`src/rtl/vend_machine_multi_if.sv`:
```
// ---------------------------------------------------------------------------
// vend_machine_multi_if
//
// Bundles the vending controller's front-end and driver-side signals so that
// the controller and whatever drives it share one connection.
//
// Signals:
//   coin       front end -> controller  0 none, 1 one unit, 2 two units,
//                                        3 refund request
//   sel        front end -> controller  product index
//   sel_valid  front end -> controller  purchase request
//   drink      controller -> driver      one-cycle vend pulse
//   drink_id   controller -> driver      product index of the vend
//   back       controller -> driver      change coin: 0 none, 1 one, 2 two
//   reject     controller -> front end   previous coin was refused
//   busy       controller -> front end   change is being paid out
//   credit     controller -> front end   current credit in units
//
// Modports:
//   master  the coin/keypad side (drives requests, observes results)
//   slave   the controller itself
// ---------------------------------------------------------------------------
interface vend_machine_multi_if #(
  parameter int SEL_W    = 2,
  parameter int CREDIT_W = 5
);

  logic [1:0]          coin;
  logic [SEL_W-1:0]    sel;
  logic                sel_valid;
  logic                drink;
  logic [SEL_W-1:0]    drink_id;
  logic [1:0]          back;
  logic                reject;
  logic                busy;
  logic [CREDIT_W-1:0] credit;

  // Request side: owns the coin and keypad inputs, watches every result.
  modport master (
    output coin,
    output sel,
    output sel_valid,
    input  drink,
    input  drink_id,
    input  back,
    input  reject,
    input  busy,
    input  credit
  );

  // Controller side: samples requests, drives every registered output.
  modport slave (
    input  coin,
    input  sel,
    input  sel_valid,
    output drink,
    output drink_id,
    output back,
    output reject,
    output busy,
    output credit
  );

endinterface

```
`src/rtl/vend_machine_multi.sv`:
```
// ---------------------------------------------------------------------------
// vend_machine_multi
//
// Multi-product vending controller. Accumulates coin credit in units of 5,
// vends the selected product when the credit covers its price (prices come
// from the packed PRICES table), then pays any leftover credit back as a
// serial stream of change coins. Overpayment beyond MAX_CREDIT is refused
// with a one-cycle reject pulse. All outputs are registered.
//
// Ports:
//   clk_i   rising-edge clock
//   rst_ni  asynchronous reset, active low
//   bus     vend_machine_multi_if.slave
//             in : coin, sel, sel_valid
//             out: drink, drink_id, back, reject, busy, credit
//
// Parameters:
//   N_PROD      number of products (1..2^SEL_W)
//   SEL_W       width of the product select
//   CREDIT_W    width of the credit register and of each price entry
//   MAX_CREDIT  credit ceiling in units, below 2^CREDIT_W
//   PRICES      packed price table, product i at [i*CREDIT_W +: CREDIT_W]
// ---------------------------------------------------------------------------
module vend_machine_multi #(
  parameter int                         N_PROD     = 4,
  parameter int                         SEL_W      = 2,
  parameter int                         CREDIT_W   = 5,
  parameter int                         MAX_CREDIT = 20,
  parameter logic [N_PROD*CREDIT_W-1:0] PRICES     = {5'd6, 5'd4, 5'd2, 5'd3}
) (
  input logic                 clk_i,
  input logic                 rst_ni,
  vend_machine_multi_if.slave bus
);

  // The coin sum is formed one bit wider than the credit register so that an
  // overpayment is detected instead of wrapping around.
  localparam int SUM_W = CREDIT_W + 1;

  typedef enum logic [0:0] {
    IDLE   = 1'b0,
    CHANGE = 1'b1
  } state_t;

  state_t              state_q,   state_d;
  logic [CREDIT_W-1:0] credit_q,  credit_d;
  logic                drink_q,   drink_d;
  logic [SEL_W-1:0]    drinkId_q, drinkId_d;
  logic [1:0]          back_q,    back_d;
  logic                reject_q,  reject_d;
  logic                busy_q,    busy_d;

  logic                isCoin;
  logic                isRefund;
  logic [SUM_W-1:0]    coinUnits;
  logic [SUM_W-1:0]    coinSum;
  logic                coinOk;
  logic [CREDIT_W-1:0] effCredit;
  logic                selInRange;
  logic [CREDIT_W-1:0] priceSel;
  logic                canVend;
  logic [CREDIT_W-1:0] remainder;

  // Decode the coin input and work out the credit that a purchase on this
  // edge would see. A coin arriving together with a select counts toward the
  // purchase, so the "effective" credit already includes an accepted coin.
  always_comb begin
    isCoin    = (bus.coin == 2'd1) || (bus.coin == 2'd2);
    isRefund  = (bus.coin == 2'd3);
    coinUnits = '0;
    if (bus.coin == 2'd1) begin
      coinUnits = SUM_W'(1);
    end else if (bus.coin == 2'd2) begin
      coinUnits = SUM_W'(2);
    end
    coinSum   = {1'b0, credit_q} + coinUnits;
    coinOk    = isCoin && (coinSum <= SUM_W'(MAX_CREDIT));
    effCredit = coinOk ? coinSum[CREDIT_W-1:0] : credit_q;
  end

  // Look up the price of the selected product. Indices at or beyond N_PROD
  // have no table entry, so they are flagged out of range and never vend.
  always_comb begin
    selInRange = 1'b0;
    priceSel   = '0;
    for (int i = 0; i < N_PROD; i++) begin
      if (bus.sel == i[SEL_W-1:0]) begin
        selInRange = 1'b1;
        priceSel   = PRICES[i*CREDIT_W +: CREDIT_W];
      end
    end
    canVend   = bus.sel_valid && selInRange && (effCredit >= priceSel);
    remainder = effCredit - priceSel;
  end

  // Next-state and next-output logic. In IDLE a refund takes priority over
  // everything, then the coin is applied, then a purchase is attempted
  // against the coin-adjusted credit. In CHANGE the credit is drained two
  // units at a time, finishing with a single unit if the credit is odd, and
  // one idle cycle with no coin out precedes the return to IDLE. Coins
  // offered during CHANGE are refused and never credited.
  always_comb begin
    state_d   = state_q;
    credit_d  = credit_q;
    drink_d   = 1'b0;
    drinkId_d = drinkId_q;
    back_d    = 2'd0;
    reject_d  = 1'b0;

    unique case (state_q)
      IDLE: begin
        if (isRefund) begin
          if (credit_q != '0) begin
            state_d = CHANGE;
          end
        end else begin
          reject_d = isCoin && !coinOk;
          if (canVend) begin
            drink_d   = 1'b1;
            drinkId_d = bus.sel;
            credit_d  = remainder;
            if (remainder != '0) begin
              state_d = CHANGE;
            end
          end else begin
            credit_d = effCredit;
          end
        end
      end

      CHANGE: begin
        reject_d = isCoin;
        if (credit_q >= CREDIT_W'(2)) begin
          back_d   = 2'd2;
          credit_d = credit_q - CREDIT_W'(2);
        end else if (credit_q == CREDIT_W'(1)) begin
          back_d   = 2'd1;
          credit_d = '0;
        end else begin
          state_d = IDLE;
        end
      end

      default: begin
        state_d = IDLE;
      end
    endcase

    busy_d = (state_d == CHANGE);
  end

  // State and output registers. Reset is asynchronous so that pulling rst_ni
  // low clears credit and any change in progress without waiting for a clock.
  always_ff @(posedge clk_i or negedge rst_ni) begin
    if (!rst_ni) begin
      state_q   <= IDLE;
      credit_q  <= '0;
      drink_q   <= 1'b0;
      drinkId_q <= '0;
      back_q    <= 2'd0;
      reject_q  <= 1'b0;
      busy_q    <= 1'b0;
    end else begin
      state_q   <= state_d;
      credit_q  <= credit_d;
      drink_q   <= drink_d;
      drinkId_q <= drinkId_d;
      back_q    <= back_d;
      reject_q  <= reject_d;
      busy_q    <= busy_d;
    end
  end

  // Every output comes straight from a register.
  assign bus.drink    = drink_q;
  assign bus.drink_id = drinkId_q;
  assign bus.back     = back_q;
  assign bus.reject   = reject_q;
  assign bus.busy     = busy_q;
  assign bus.credit   = credit_q;

endmodule
```
`src/flat_wrapper.sv`:
```
// flat-port wrapper written by rule: the top's interface ports become plain ports
module vend_machine_multi_flat 
#(
  parameter int                         N_PROD     = 4,
  parameter int                         SEL_W      = 2,
  parameter int                         CREDIT_W   = 5,
  parameter int                         MAX_CREDIT = 20,
  parameter logic [N_PROD*CREDIT_W-1:0] PRICES     = {5'd6, 5'd4, 5'd2, 5'd3}
)
  (clk_i, rst_ni, bus_coin, bus_sel, bus_sel_valid, bus_drink, bus_drink_id, bus_back, bus_reject, bus_busy, bus_credit);
  vend_machine_multi_if #(.SEL_W(SEL_W), .CREDIT_W(CREDIT_W)) bus_i ();
  input logic clk_i;
  input logic rst_ni;
  input wire logic [$bits(bus_i.coin)-1:0] bus_coin;
  input wire logic [$bits(bus_i.sel)-1:0] bus_sel;
  input wire logic [$bits(bus_i.sel_valid)-1:0] bus_sel_valid;
  output wire logic [$bits(bus_i.drink)-1:0] bus_drink;
  output wire logic [$bits(bus_i.drink_id)-1:0] bus_drink_id;
  output wire logic [$bits(bus_i.back)-1:0] bus_back;
  output wire logic [$bits(bus_i.reject)-1:0] bus_reject;
  output wire logic [$bits(bus_i.busy)-1:0] bus_busy;
  output wire logic [$bits(bus_i.credit)-1:0] bus_credit;
  assign bus_i.coin = bus_coin;
  assign bus_i.sel = bus_sel;
  assign bus_i.sel_valid = bus_sel_valid;
  assign bus_drink = bus_i.drink;
  assign bus_drink_id = bus_i.drink_id;
  assign bus_back = bus_i.back;
  assign bus_reject = bus_i.reject;
  assign bus_busy = bus_i.busy;
  assign bus_credit = bus_i.credit;
  vend_machine_multi #(.N_PROD(N_PROD), .SEL_W(SEL_W), .CREDIT_W(CREDIT_W), .MAX_CREDIT(MAX_CREDIT), .PRICES(PRICES)) u_core (.clk_i(clk_i), .rst_ni(rst_ni), .bus(bus_i));
endmodule
```
`config.mk`:
```
export PLATFORM = sky130hd
export DESIGN_NAME = vend_machine_multi_flat
export DESIGN_NICKNAME = d
export VERILOG_FILES = /design/src/rtl/vend_machine_multi_if.sv /design/src/rtl/vend_machine_multi.sv /design/src/flat_wrapper.sv
export SDC_FILE = /design/constraint.sdc
export NUM_CORES = 1
export LEC_CHECK = 0
export BUFFER_PORTS_ARGS = -buffer_cell sky130_fd_sc_hd__buf_2
export CORE_MARGIN = 1.5
export CORE_UTILIZATION = 56
export DETAILED_ROUTE_END_ITERATION = 7
export PLACE_DENSITY = 0.79
export SETUP_SLACK_MARGIN = 0.4
export SLEW_MARGIN = 20
export SYNTH_ARGS = -nofsm -noshare
export SYNTH_HDL_FRONTEND = slang
export SYNTH_SLANG_ARGS = --single-unit
```
`constraint.sdc`:
```
create_clock -name clk_i -period 4.2 [get_ports clk_i]
set_input_delay 1.05 -clock clk_i [delete_from_list [all_inputs] [get_ports clk_i]]
set_output_delay 1.05 -clock clk_i [all_outputs]
set_load 0.005 [all_outputs]
```
# Word level (Yosys, flattened, before mapping)
# Index checks and enable logic that the tools add are counted.
# W data, S select, Z words.
totals:
  word_cells: 65
  input_bits: 7
  ff_bits: 12
op_classes:
  addsub: 3
  bitwise_logic: 2
  muxes: 31
  reduce_logical: 11
  eq_ne: 9
  magnitude_cmp: 3
op_table:
  columns: ["op", "count"]
  rows:
  - ["$mux W5", 5]
  - ["$mux W1", 15]
  - ["$mux W2", 6]
  - ["$pmux W5 S2", 1]
  - ["$reduce_bool A5 Y1", 2]
  - ["$eq A2 B2 Y1 const B", 4]
  - ["$add A5 B2 Y6", 1]
  - ["$le A6 B5 Y1 const B", 1]
  - ["$mux W3", 2]
  - ["$eq A5 B1 Y1 const B", 1]
  - ["$ge A5 B2 Y1 const B", 1]
  - ["$ge A5 B3 Y1", 1]
  - ["$sub A5 B2 Y5 const B", 1]
  - ["$sub A5 B3 Y5", 1]
  - ["$eq A2 B1 Y1 const B", 2]
  - ["$logic_and A1 B1 Y1", 4]
  - ["$pmux W1 S2", 2]
  - ["$ne A3 B3 Y1 const B", 1]
  - ["$reduce_and A3 Y1", 1]
  - ["$logic_not A2 Y1", 1]
  - ["$ne A2 B2 Y1 const B", 1]
  - ["$not A1 Y1", 2]
  - ["$reduce_and A2 Y1", 1]
  - ["$logic_not A1 Y1", 1]
  - ["$logic_or A1 B1 Y1", 1]

# Depth between registers and ports, before layout
logic_depth:
  word_depth: 13
  depth_mapped: 18
  mapped_depth_nobuf: 18

# Worst setup path after synthesis
# OpenSTA, ideal clock, no wires.
synth_path:
  path_type: "input to register"
  startpoint: "input bus_coin[1]"
  endpoint: "register u_core.state_q"
  required_ns: 4.067
  setup_time_ns: 0.133
  slack_ns: -0.227
  path_buffers: 0
  arrival_time_ns: 4.294
  stages: 18
  path_cell_list: "inv_1 ha_1 ha_1 inv_1 fa_1 nor3b_1 nor3_1 a2bb2oi_1 nand3b_1 mux2i_1 ha_1 inv_1 fa_1 a21oi_1 nor2_1 or4_1 o2111ai_1 o21ai_0"
synth_between:
  elab_chain_cells: 13
  elab_cells_between_ends: 18
synth_rtl:
  columns: ["item", "line_no", "source"]
  rows:
  - ["from (decl)", "flat_wrapper.sv:14", "input wire logic [$bits(bus_i.coin)-1:0] bus_coin;"]
  - ["$eq A2 B2 Y1", "vend_machine_multi.sv:68, vend_machine_multi.sv:73", null]
  - ["$mux W2", "vend_machine_multi.sv:73", "end else if (bus.coin == 2'd2) begin"]
  - ["$mux W2", "vend_machine_multi.sv:71", "if (bus.coin == 2'd1) begin"]
  - ["$add A5 B2 Y6", "vend_machine_multi.sv:76", "coinSum = {1'b0, credit_q} + coinUnits;"]
  - ["$le A6 B5 Y1", "vend_machine_multi.sv:77", "coinOk = isCoin && (coinSum <= SUM_W'(MAX_CREDIT));"]
  - ["$logic_and A1 B1 Y1", "vend_machine_multi.sv:77", null]
  - ["$mux W5", "vend_machine_multi.sv:78", "effCredit = coinOk ? coinSum[CREDIT_W-1:0] : credit_q;"]
  - ["$sub A5 B3 Y5", "vend_machine_multi.sv:93", "remainder = effCredit - priceSel;"]
  - ["$reduce_bool A5 Y1", "vend_machine_multi.sv:122", "if (remainder != '0) begin"]
  - ["$mux W1", "vend_machine_multi.sv:122", null]
  - ["$mux W1", "vend_machine_multi.sv:118", "if (canVend) begin"]
  - ["$mux W1 *", "vend_machine_multi.sv:112", "if (isRefund) begin"]
  - ["$pmux W1 S2 *", "vend_machine_multi.sv:110", "unique case (state_q)"]
  - ["net u_core.busy_d", "vend_machine_multi.sv:51", "logic busy_q, busy_d;"]
  - ["to (signal assigned)", "vend_machine_multi.sv:164", "state_q <= state_d;"]
  - ["to (decl)", "vend_machine_multi.sv:45", "state_t state_q, state_d;"]
# The timed path passes the listed nets; every way through them passes the cells marked *.
# A chain may end at the register's enable or synchronous reset.

# Worst setup path after layout
# Same ends and word-level chain as after synthesis.

==> metrics.csv <==
metric,value,unit
outcome,"finished, violations left",
violations,setup timing,
synth_edf_count,0,
cp-start-kind,primary input,
syn_area,1180,µm²
yosysSeqAreaShare,25.4,%
final_core_util,86.1,%
port_buffers,18,
use_met3,5.83,%
cts_buffers,3,
ff2ff_path_depth,16,
grt_util_all_layers,32.7,%
met1_usage,37.8,%
fin_ws,-0.151,ns
dpl.hpwl,2.38,mm
n_fill_cell,92,
synth_top_cell_area_share,25.4,%
die_w,48.9,µm
synth_seq_cells,12,
synthTopCellsByArea,"dfrtp_1 25%, ha_1 11%, nor2_1 4.4%, mux2i_1 4.2%, a21oi_1 3.4%",
core,1980,µm²
power.density,796,nW/µm²
cts-root-buf,clkbuf_4,
grt_max_degree,14,
switchingPower,0.610,mW
nets,200,
power.share.clock,5.3,%
area.growth.synth_to_final,44.5,%
finalNonFillerCells,206,
syn_nets,153,
clk_pin_slew,0.06,ns
seq_area,300,µm²
via_count,1308,
ant_nets,0,
grt_use_met2,56.8,%
hold_start,u_core.bus.drink_id[1],
worstPathArrival,4.50,ns
netlist_top_cells_count,"14 x nor2_1, 12 x dfrtp_1, 10 x ha_1, 10 x inv_1, 8 x a21oi_1",
p_int,0.749,mW
swShare,44.9,%
postSynthAreaPerCell,8.81,µm²
start_util,59.6,%
cts_tree,done,
crit_path_top_delay_cell,fa_2,
cp_max_fo,4,
fp.dieH,48.9,µm
hold_viol_final,0,
grt_pass1_vias,1278,
synthFlopType,dfrtp_1,
ys_async_sr_fraction,100,%
ys_warn_count,0,
seqPwrFrac,17.8,%
ioPinCount,19,
wl_per_cell,17.8,µm
antenna_found_initial,0,
clock_skew,0.00695,ns
synth_cell_types,48,
slew_viol_final,0,
hold_depth,1,
layout_min_cycle_time,4.35,ns
maxCapViolations,0,
dieArea,2390,µm²
drtIter0Drc,74,
worst_pin_slew,0.555,ns
startpoint,bus_coin[1],
grt-ovfl-total,0,
yosysMostFrequentCell,nor2_1,
avgViaCountPerCell,6.35,
yosysTopAreaCell,dfrtp_1,
cpPeakStageDelay,0.55,ns
cp-end-kind,flop,
htreeDepth,1,
diodes,0,
comb_power_share,77.0,%
place_inst,193,
rows,16,
grt_first_pass_wirelength,5.99,mm
crit_type,primary input to flop,
synthesis.instances,134,
clockBufferDepth,2,
drc,0,
min_period_over_period,104,%
r2r-start,u_core.bus.credit[0],
busiest_layer,met2,
gp_congestion,0.964,
setup_violations,8,
worstPathCellList,buf_12 > inv_12 > ha_4 > ha_4 > inv_2 > fa_2 > nor3b_4 > nor3_2 > a2bb2oi_2 > nand3b_1 > mux2i_2 > ha_2 > inv_2 > fa_2 > a311oi_2 > a21oi_1 > or4_1 > o2111ai_1 > o21ai_1,
drt_first_pass_iters,6,
required,4.35,ns
multi_input_area,948,µm²
routed_wl,3.67,mm
layout-drive-gt1-share,46.4,%
p_leak,0.786,nW
worstSkewPairLatency,0.28,ns
timing.fmax,0.230,GHz
slew_headroom,62.7,%
hp-class,flop to flop,
cts_sinks,12,
rsz0062_at_grt,true,
ir_drop,0.000423,V
cells by family after synthesis:
| logic type | count (synthesis) | synth area share, % |
|---|---|---|
| buf+inv | 15 | 4.98 |
| compound gates | 32 | 21.0 |
| mux | 8 | 7.41 |
| xor+xnor | 4 | 2.97 |
| simple gates | 51 | 24.3 |
| flops | 12 | 25.4 |
| fa+ha+maj | 12 | 14.0 |
registers in the layout, summed over array words and instances (netlist names):
register	cells
u_core.bus.credit	5
u_core.bus.back	2
u_core.bus.drink_id	2
u_core.bus.drink	1
u_core.bus.reject	1
u_core.state_q	1
routing by layer:
layer,part of all wire [%],vias to the layer above,routed length [µm]
li1,-,580,-
met1,37,603,1370
met2,49,93,1810
met3,7.4,32,273
met4,5.7,0,210
met5,0,-,0
layout by cell type (no fill, tap or decap), drive strengths merged, types with 2 or more instances in the layout:
cell and n:
xnor2 3, nand2b 4, mux2i 5, ha 10, mux2 3, buf 47
dfrtp 12, nor3b 2, o21ai 4, nand3 3, nor2 14, a32oi 3
a31o 2, fa 2, inv 10, a2bb2oi 2, clkbuf 3, nor4 2
nor3 2, nor2b 4, nand2 6, or4 2, a21oi 8, nand4 2
nand3b 2, a21o 2, and2b 2
power by group through the flow:
stage | sequential [mW] | combinational [mW] | clock (mW)
finish | 0.242 | 1.05 | 0.0714
global route | 0.248 | 1.11 | 0.0774
CTS | 0.234 | 0.924 | 0.0715
detailed placement | 0.234 | 0.807 | 0
global placement | 0.233 | 0.780 | 0
floorplan | 0.207 | 0.546 | 0
through the flow:
step	TNS (ns)	setup WS, ns	hold WS, ns	power [mW]	instance area (µm²)
floorplan	-0.258	-0.175	0.504	0.753	1240
global placement	-2.35	-0.447	0.482	1.01	1490
detailed placement	-3.13	-0.521	0.493	1.04	1490
CTS	-0.486	-0.121	0.512	1.23	1640
global route	-2.09	-0.281	0.538	1.44	1710
finish	-0.871	-0.151	0.511	1.36	1710
worst max-delay path: cells and delay by family:
family / cells / cell delay [ns]
compound gates: 5 / 0.73
fa+ha+maj: 5 / 1.38
buf+inv: 4 / 0.22
mux: 1 / 0.25
simple gates: 4 / 0.85
timing repair:
item | 4_1_cts | 5_1_grt
resized for setup | 16 | 12
hold endpoints to repair | 0 | 0
buffers inserted | 8 | 2
hold buffers | 0 | 0
pin swaps | 16 | 6
setup endpoints to repair | 9 | 9
final timing paths:
path                                          end  slack [ns]
max                                u_core.state_q       -0.15
min                        u_core.bus.drink_id[1]        0.51
max reg2reg                        u_core.state_q        0.43
min reg2reg                u_core.bus.drink_id[1]        0.51
max in group asynchronous        u_core.bus.drink        3.34
min in group asynchronous      u_core.bus.back[1]        0.63
cell type report:
class                           instances  area share, %
Inverter                               10           2.93
Multi-Input combinational cell        107           55.6
Timing Repair Buffer                   47           20.6
Sequential cell                        12           17.6
Tap cell                               27           1.98
Clock buffer                            3           1.32
No activity file was read; power rests on OpenSTA's default activity.
